--- src/rtl/tpu_act_row_loader.sv ---
// rtl/tpu_act_row_loader.sv - fetches activation rows over a read bus and writes packed rows to the buffer
module tpu_act_row_loader #(
    parameter int ARRAY_SIZE      = 8,
    parameter int ACT_BITS        = 16,
    parameter int MAX_K           = 256,
    parameter int ADDR_WIDTH      = 16,
    parameter int BUS_WIDTH       = 64,
    parameter int MAX_OUTSTANDING = 4
) (
    input  logic                             clk,
    input  logic                             rst_n,
    input  logic                             cmd_valid,
    output logic                             cmd_ready,
    input  logic [ADDR_WIDTH-1:0]            cmd_base_addr,
    input  logic [$clog2(MAX_K):0]           cmd_rows,
    input  logic                             cmd_swap,
    output logic                             mem_req_valid,
    input  logic                             mem_req_ready,
    output logic [ADDR_WIDTH-1:0]            mem_req_addr,
    input  logic                             mem_rsp_valid,
    output logic                             mem_rsp_ready,
    input  logic [BUS_WIDTH-1:0]             mem_rsp_data,
    output logic                             unified_wr_en,
    output logic [ADDR_WIDTH-1:0]            unified_wr_addr,
    output logic [ARRAY_SIZE*ACT_BITS-1:0]   unified_wr_data,
    output logic                             swap_banks,
    output logic                             busy,
    output logic                             done,
    output logic [$clog2(MAX_K):0]           rows_loaded
);
    localparam int BPR  = ARRAY_SIZE * ACT_BITS / BUS_WIDTH;
    localparam int RW   = $clog2(MAX_K) + 1;
    localparam int QW   = $clog2(MAX_K * BPR) + 1;
    localparam int OW   = $clog2(MAX_OUTSTANDING) + 1;
    localparam int BW   = (BPR > 1) ? $clog2(BPR) : 1;
    localparam int ROWW = ARRAY_SIZE * ACT_BITS;

    typedef enum logic [1:0] {IDLE, LOAD, SWAP, DONE} state_t;

    state_t                state, state_next;
    logic [ADDR_WIDTH-1:0] base;
    logic                  swap_flag;
    logic [RW-1:0]         total_rows;
    logic [RW-1:0]         rows_clamped;
    logic [QW-1:0]         req_issued;
    logic [QW-1:0]         req_total;
    logic [OW-1:0]         outstanding;
    logic [BW-1:0]         beat_cnt;
    logic [ROWW-1:0]       row_buf;
    logic [ROWW-1:0]       row_next;
    logic                  done_q;
    logic                  req_hs;
    logic                  rsp_hs;
    logic                  last_beat;

    assign rows_clamped = (cmd_rows > RW'(MAX_K)) ? RW'(MAX_K) : cmd_rows;
    assign req_total    = QW'(total_rows) * QW'(BPR);
    assign last_beat    = (beat_cnt == BW'(BPR - 1));

    assign cmd_ready     = (state == IDLE);
    assign busy          = (state != IDLE);
    assign swap_banks    = (state == SWAP);
    assign done          = done_q;
    assign mem_req_valid = (state == LOAD) && (req_issued < req_total) &&
                           (outstanding < OW'(MAX_OUTSTANDING));
    assign mem_req_addr  = base + ADDR_WIDTH'(req_issued);
    assign mem_rsp_ready = (state == LOAD) && (outstanding != '0);
    assign req_hs        = mem_req_valid && mem_req_ready;
    assign rsp_hs        = mem_rsp_valid && mem_rsp_ready;

    // The incoming beat is merged combinationally so the last beat goes straight into the write register.
    always_comb begin
        row_next = row_buf;
        row_next[int'(beat_cnt) * BUS_WIDTH +: BUS_WIDTH] = mem_rsp_data;
    end

    always_comb begin
        state_next = state;
        case (state)
            IDLE: if (cmd_valid) state_next = (rows_clamped == '0) ? DONE : LOAD;
            LOAD: if (unified_wr_en && (rows_loaded == total_rows))
                      state_next = swap_flag ? SWAP : DONE;
            SWAP: state_next = DONE;
            DONE: state_next = IDLE;
            default: state_next = IDLE;
        endcase
    end

    always_ff @(posedge clk or negedge rst_n) begin
        if (!rst_n) begin
            state           <= IDLE;
            base            <= '0;
            swap_flag       <= 1'b0;
            total_rows      <= '0;
            req_issued      <= '0;
            outstanding     <= '0;
            beat_cnt        <= '0;
            row_buf         <= '0;
            done_q          <= 1'b0;
            unified_wr_en   <= 1'b0;
            unified_wr_addr <= '0;
            unified_wr_data <= '0;
            rows_loaded     <= '0;
        end else begin
            state         <= state_next;
            done_q        <= (state == DONE);
            unified_wr_en <= 1'b0;
            if (state == IDLE) begin
                if (cmd_valid) begin
                    base        <= cmd_base_addr;
                    swap_flag   <= cmd_swap;
                    total_rows  <= rows_clamped;
                    rows_loaded <= '0;
                    req_issued  <= '0;
                    outstanding <= '0;
                    beat_cnt    <= '0;
                end
            end else if (state == LOAD) begin
                if (req_hs) req_issued <= req_issued + 1'b1;
                if (req_hs && !rsp_hs)      outstanding <= outstanding + 1'b1;
                else if (!req_hs && rsp_hs) outstanding <= outstanding - 1'b1;
                if (rsp_hs) begin
                    if (last_beat) begin
                        unified_wr_en   <= 1'b1;
                        unified_wr_data <= row_next;
                        unified_wr_addr <= ADDR_WIDTH'(rows_loaded);
                        rows_loaded     <= rows_loaded + 1'b1;
                        beat_cnt        <= '0;
                    end else begin
                        row_buf  <= row_next;
                        beat_cnt <= beat_cnt + 1'b1;
                    end
                end
            end
        end
    end
endmodule

--- config.mk ---
export PLATFORM = sky130hd
export DESIGN_NAME = tpu_act_row_loader
export DESIGN_NICKNAME = d
export VERILOG_FILES = /design/src/rtl/tpu_act_row_loader.sv
export SDC_FILE = /design/constraint.sdc
export NUM_CORES = 1
export LEC_CHECK = 0
export ABC_AREA = 1
export CAP_MARGIN = 5
export CELL_PAD_IN_SITES_DETAIL_PLACEMENT = 1
export CELL_PAD_IN_SITES_GLOBAL_PLACEMENT = 2
export CORE_ASPECT_RATIO = 1.75
export CORE_UTILIZATION = 32
export DETAILED_ROUTE_END_ITERATION = 6
export PLACE_DENSITY_LB_ADDON = 0.1
export REMOVE_ABC_BUFFERS = 1
export SLEW_MARGIN = 20
export SYNTH_ARGS = -nofsm -noshare
export SYNTH_HDL_FRONTEND = slang
export SYNTH_SLANG_ARGS = --single-unit
--- constraint.sdc ---
create_clock -name clk -period 2.9 [get_ports clk]
set_input_delay 0.58 -clock clk [delete_from_list [all_inputs] [get_ports clk]]
set_output_delay 0.58 -clock clk [all_outputs]
set_load 0.1 [all_outputs]
; ---- Word-level counts from Yosys, hierarchy flattened
; Cells that the tools add are included.
[word_totals]
register_bits = 318
inputBits = 95
out_inout_bits = 176
elab_cells = 90
[op_classes]
addsub = 7
order_cmp = 3
eq_ne = 6
n_shift = 2
mux = 30
bitwise_logic = 2
reduce_logical = 27
[ops]
columns = op, n
row1 = bitwise mux 128 bit, 1
row2 = "variable shift 64 x 33 -> 128 bit, first input constant", 1
row3 = variable part select 64 x 33 -> 128 bit, 1
row4 = two-way mux 9 bit, 6
row5 = two-way mux 10 bit, 4
row6 = negation 7 -> 33 bit, 1
row7 = adder 16 x 10 -> 16 bit, 1
row8 = two-way mux 3 bit, 5
row9 = AND reduction 4 bit, 3
row10 = "adder 10 x 1 -> 10 bit, second input constant", 1
row11 = < comparator 10 bit, 1
row12 = two-way mux 1 bit, 10
row13 = nonzero test 2 bit, 5
row14 = "adder 9 x 1 -> 9 bit, second input constant", 1
row15 = equality test 9 bit, 1
row16 = "> comparator 9 bit, second input constant", 1
row17 = logical NOT 9 bit, 1
row18 = AND reduction 3 bit, 3
row19 = logical AND 1 bit, 8
row20 = one-hot mux 2 bit (4 select lines), 1
row21 = two-way mux 2 bit, 3
row22 = nonzero test 3 bit, 2
row23 = "equality test 2 bit, second input constant", 2
row24 = AND reduction 2 bit, 2
row25 = 10 further kinds, 12

; ---- Depth between registers and ports, before layout
[depth]
depth_word = 10
mapped_depth = 16
mapped_depth_nobuf = 16

; ---- Worst setup path before layout
; OpenSTA, ideal clock, no wires.
[synth_path]
kind = flip-flop to output port
from = reg req_issued[5]
to = out mem_req_valid
arrival_time_ns = 3.078
required_time_ns = 2.320
path_slack_ns = -0.758
path_stages_with_launch = 9
path_buffers = 0
path_cell_list = dfrtp_1 ha_1 nand2_1 inv_1 nand2_1 nand2_1 nand2_1 nand3_1 nor3_1
[synth_between]
elab_chain_len = 3
[synth_rtl]
columns = item, line_no
row1 = from (decl), 45  ; logic [QW-1:0] req_issued;
row2 = from (signal assigned), 119  ; if (req_hs) req_issued <= req_issued + 1'b1;
row3 = < comparator 10 bit, 64  ; assign mem_req_valid = (state == LOAD) && (req_issued < req_total) &&
row4 = logical AND 1 bit (2 in series), 64
row5 = to (decl), 17  ; output logic mem_req_valid,
; Every way passes these cells.

; ---- Worst setup path in the final report
[layout_path]
from = reg req_issued[4]
to = out mem_req_addr[9]
[layout_between]
elab_chain_len = 1
[layout_rtl]
columns = item, line_no
row1 = adder 16 x 10 -> 16 bit, 66  ; assign mem_req_addr = base + ADDR_WIDTH'(req_issued);
row2 = to (decl), 19  ; output logic [ADDR_WIDTH-1:0] mem_req_addr,
; Every way passes these cells.

==> metrics <==
status=finished, violations left; failing checks=setup timing; R2R cell count=16; H-tree levels=2; share of cells above drive strength 1=0.230; Finished Layout Cells=2319; area growth from synthesis to layout=34.3%; Crit. End Element=output pin; routed wire length per instance=19.0 um; Routed WL=between 40000 and 50000 um; I/O pin cnt=271; Post-synth EDFFs=0; Die Wd=161 um; max cap viols=0; critical path's slowest cell=dfrtp_1; Primary FF master, synth=dfrtp_1; core area=0.0436 sq mm; vias=~11000; Synth Warn #=0; distinct cell type count after synthesis=45; Final WS setup=-0.0892 ns; GRT Overall Usage=0.200; worst reg2reg startpoint=req_issued[2]; worst setup path start=req_issued[4]; Final ANT Viol Nets=0; Min-Delay Path Class=in2async; Synth Area per Inst=9.47 sq um; clock slew seen by the registers of the worst setup and hold paths=around 0.060 ns; Cell Area, Synth=approximately 0.014 sq mm; CP Launch Type=flip-flop; Reg area=0.00797 sq mm; dpl cell area=~0.017 sq mm; Post-synth ARST share=1.00; die area=about 0.045 sq mm; CP Cell Sequence=ha_4 > a21oi_2 > a21boi_4 > o21ai_2 > a21o_1 > nand2_1 > nand2_2 > xor2_4 > buf_12; Avg Vias per Cell=around 4.8; layout net count=between 1500 and 2000; R2R Setup Slk=~0.20 ns; crit path capture=mem_req_addr[9]; cell area after layout=0.0191 sq mm; Initial Util=0.325; port bufs=approximately 260; reg2reg end=outstanding[1]; GR Overflow Total=0; DP Worst Slack=approximately 0.12 ns; largest net degree at the start of global routing=93; CP required=roughly 2.3 ns; Syn Inst Count=approximately 1500; final-report max-slew violation count=0; CP Class=reg2out; RSZ-0062 raised after global routing=yes; Clock Sinks=approximately 320; most common library cell in the layout ignoring fill and taps=nand2_1; Min Clock Period, post-route=roughly 3.0 ns; Fill cells=~4900; DRC=0; #FFs+latches synth=318; CTS tree=built; Vert. Die Dim=281 um; TritonRoute pass-1 iters=4; final hold violations=0; antenna violations before repair=0; commonest cells after routing, fill and taps aside=nand2_1, dfrtp_1, buf_4, inv_1, clkdlybuf4s50_1; hpwl dp=approximately 30000 um; Seq/Total Area, Yosys=0.561; post-route clock period utilization=1.03; clock latency on the worst-skew pair=0.51 ns; CP peak stage delay=~0.41 ns; worst-margin pin slew=roughly 1.0 ns; skew final=0.0101 ns; Final GP Congestion=around 0.87; Inst Count DP=around 2200; Highest Clock Rate=roughly 330 MHz; row cnt=between 100 and 150; antenna diode count=0; root buf cell=clkbuf_16; multi-input logic area=about 0.0056 sq mm; DRT iter0 DRCs=just over 500; crit-path max FO=4; # setup viols final=4; clk buf depth=3; Slew Limit Headroom=0.332; vias in the first global route=between 10000 and 15000; CTS Buf Count=36; CP Data Arrival Time=2.41 ns; first-pass GRT wire length=~70000 um
-- cell families after synthesis --
group | count (synthesis) | share of synthesized area
and+or+nand+nor | 598 | 0.165
DFF | 318 | 0.561
buffers and inverters | 262 | 0.0831
AOI/OAI and AO/OA | 205 | 0.0952
muxes | 64 | 0.0571
adders and majority gates | 26 | 0.0240
xor gates and xnor gates | 24 | 0.0148
other | 1 | 0.000264
-- worst max-delay path, delay by kind of cell (launching register included) --
family,cells,cell delay (ns)
AOI/OAI and AO/OA,4,0.68
xor gates and xnor gates,1,0.18
adders and majority gates,1,0.27
buffers and inverters,1,0.19
DFF,1,0.41
and+or+nand+nor,2,0.16
-- timing repair --
item | 4_1_cts | 5_1_grt
hold buffers | 0 | 0
pin swaps | 21 | 21
resized for setup | 55 | 37
buffers inserted | 12 | 12
setup endpoints to repair | 13 | 13
-- worst min path at each step --
stage / startpoint / end / depth (start not counted)
finish: rst_n / unified_wr_data[71] / 1
global route: rst_n / unified_wr_data[7] / 1
CTS: rst_n / unified_wr_data[7] / 1
detailed placement: row_buf[107] / row_buf[107] / 0
global placement: row_buf[124] / row_buf[124] / 0
floorplan: rst_n / base[0] / 0
-- through the flow --
stage | TNS [ns] | hold slack (ns) | utilization
after floorplan | -725.94 | 0.284 | -
after global placement | 0 | 0.366 | 0.393
after detailed placement | 0 | 0.368 | 0.393
after CTS | -0.510 | 0.0756 | 0.431
after global routing | -0.968 | 0.108 | 0.437
final | -0.127 | 0.0566 | 0.437
-- routing by layer --
metal | share of wire | vias to the layer above | global-route usage
li1 | - | 5249 | -
met4 | 0.028 | 0 | 0.0643
met5 | 0 | - | 0
met3 | 0.043 | 64 | 0.0352
met2 | 0.54 | 230 | 0.371
met1 | 0.39 | 5522 | 0.228
-- sequential cells by signal (all words and copies together), names as in the netlist --
register / count
swap_flag: 1
beat_cnt: 1
base: 16
row_buf: 128
unified_wr_en: 1
state: 2
total_rows: 9
req_issued: 10
done: 1
unified_wr_data: 128
rows_loaded: 9
unified_wr_addr: 9
outstanding: 3
-- cell usage after synthesis (18+ instances only) --
| library cell | instances | area, sq um |
|---|---|---|
| mux2_1 | 36 | 405 |
| o21ai_0 | 97 | 485 |
| o41ai_1 | 63 | 552 |
| ha_1 | 24 | 300 |
| nand2_1 | 468 | 1760 |
| clkbuf_1 | 101 | 379 |
| dfrtp_1 | 318 | 7960 |
| nor2_1 | 85 | 319 |
| buf_6 | 18 | 203 |
| inv_1 | 114 | 428 |
| a21oi_1 | 18 | 90.1 |
| mux2_4 | 24 | 360 |
-- cell type report --
type	instances	share of cell area
clock buffers	54	0.0572
clock inverters	10	0.00834
inverters	118	0.0234
multi-input cells	924	0.291
flip-flops and latches	318	0.418
well taps	566	0.0372
repair buffers	329	0.164
Power is left out: the tool's default activity adds up to more than one toggle a clock period on the data nets, which glitch-free logic cannot reach.
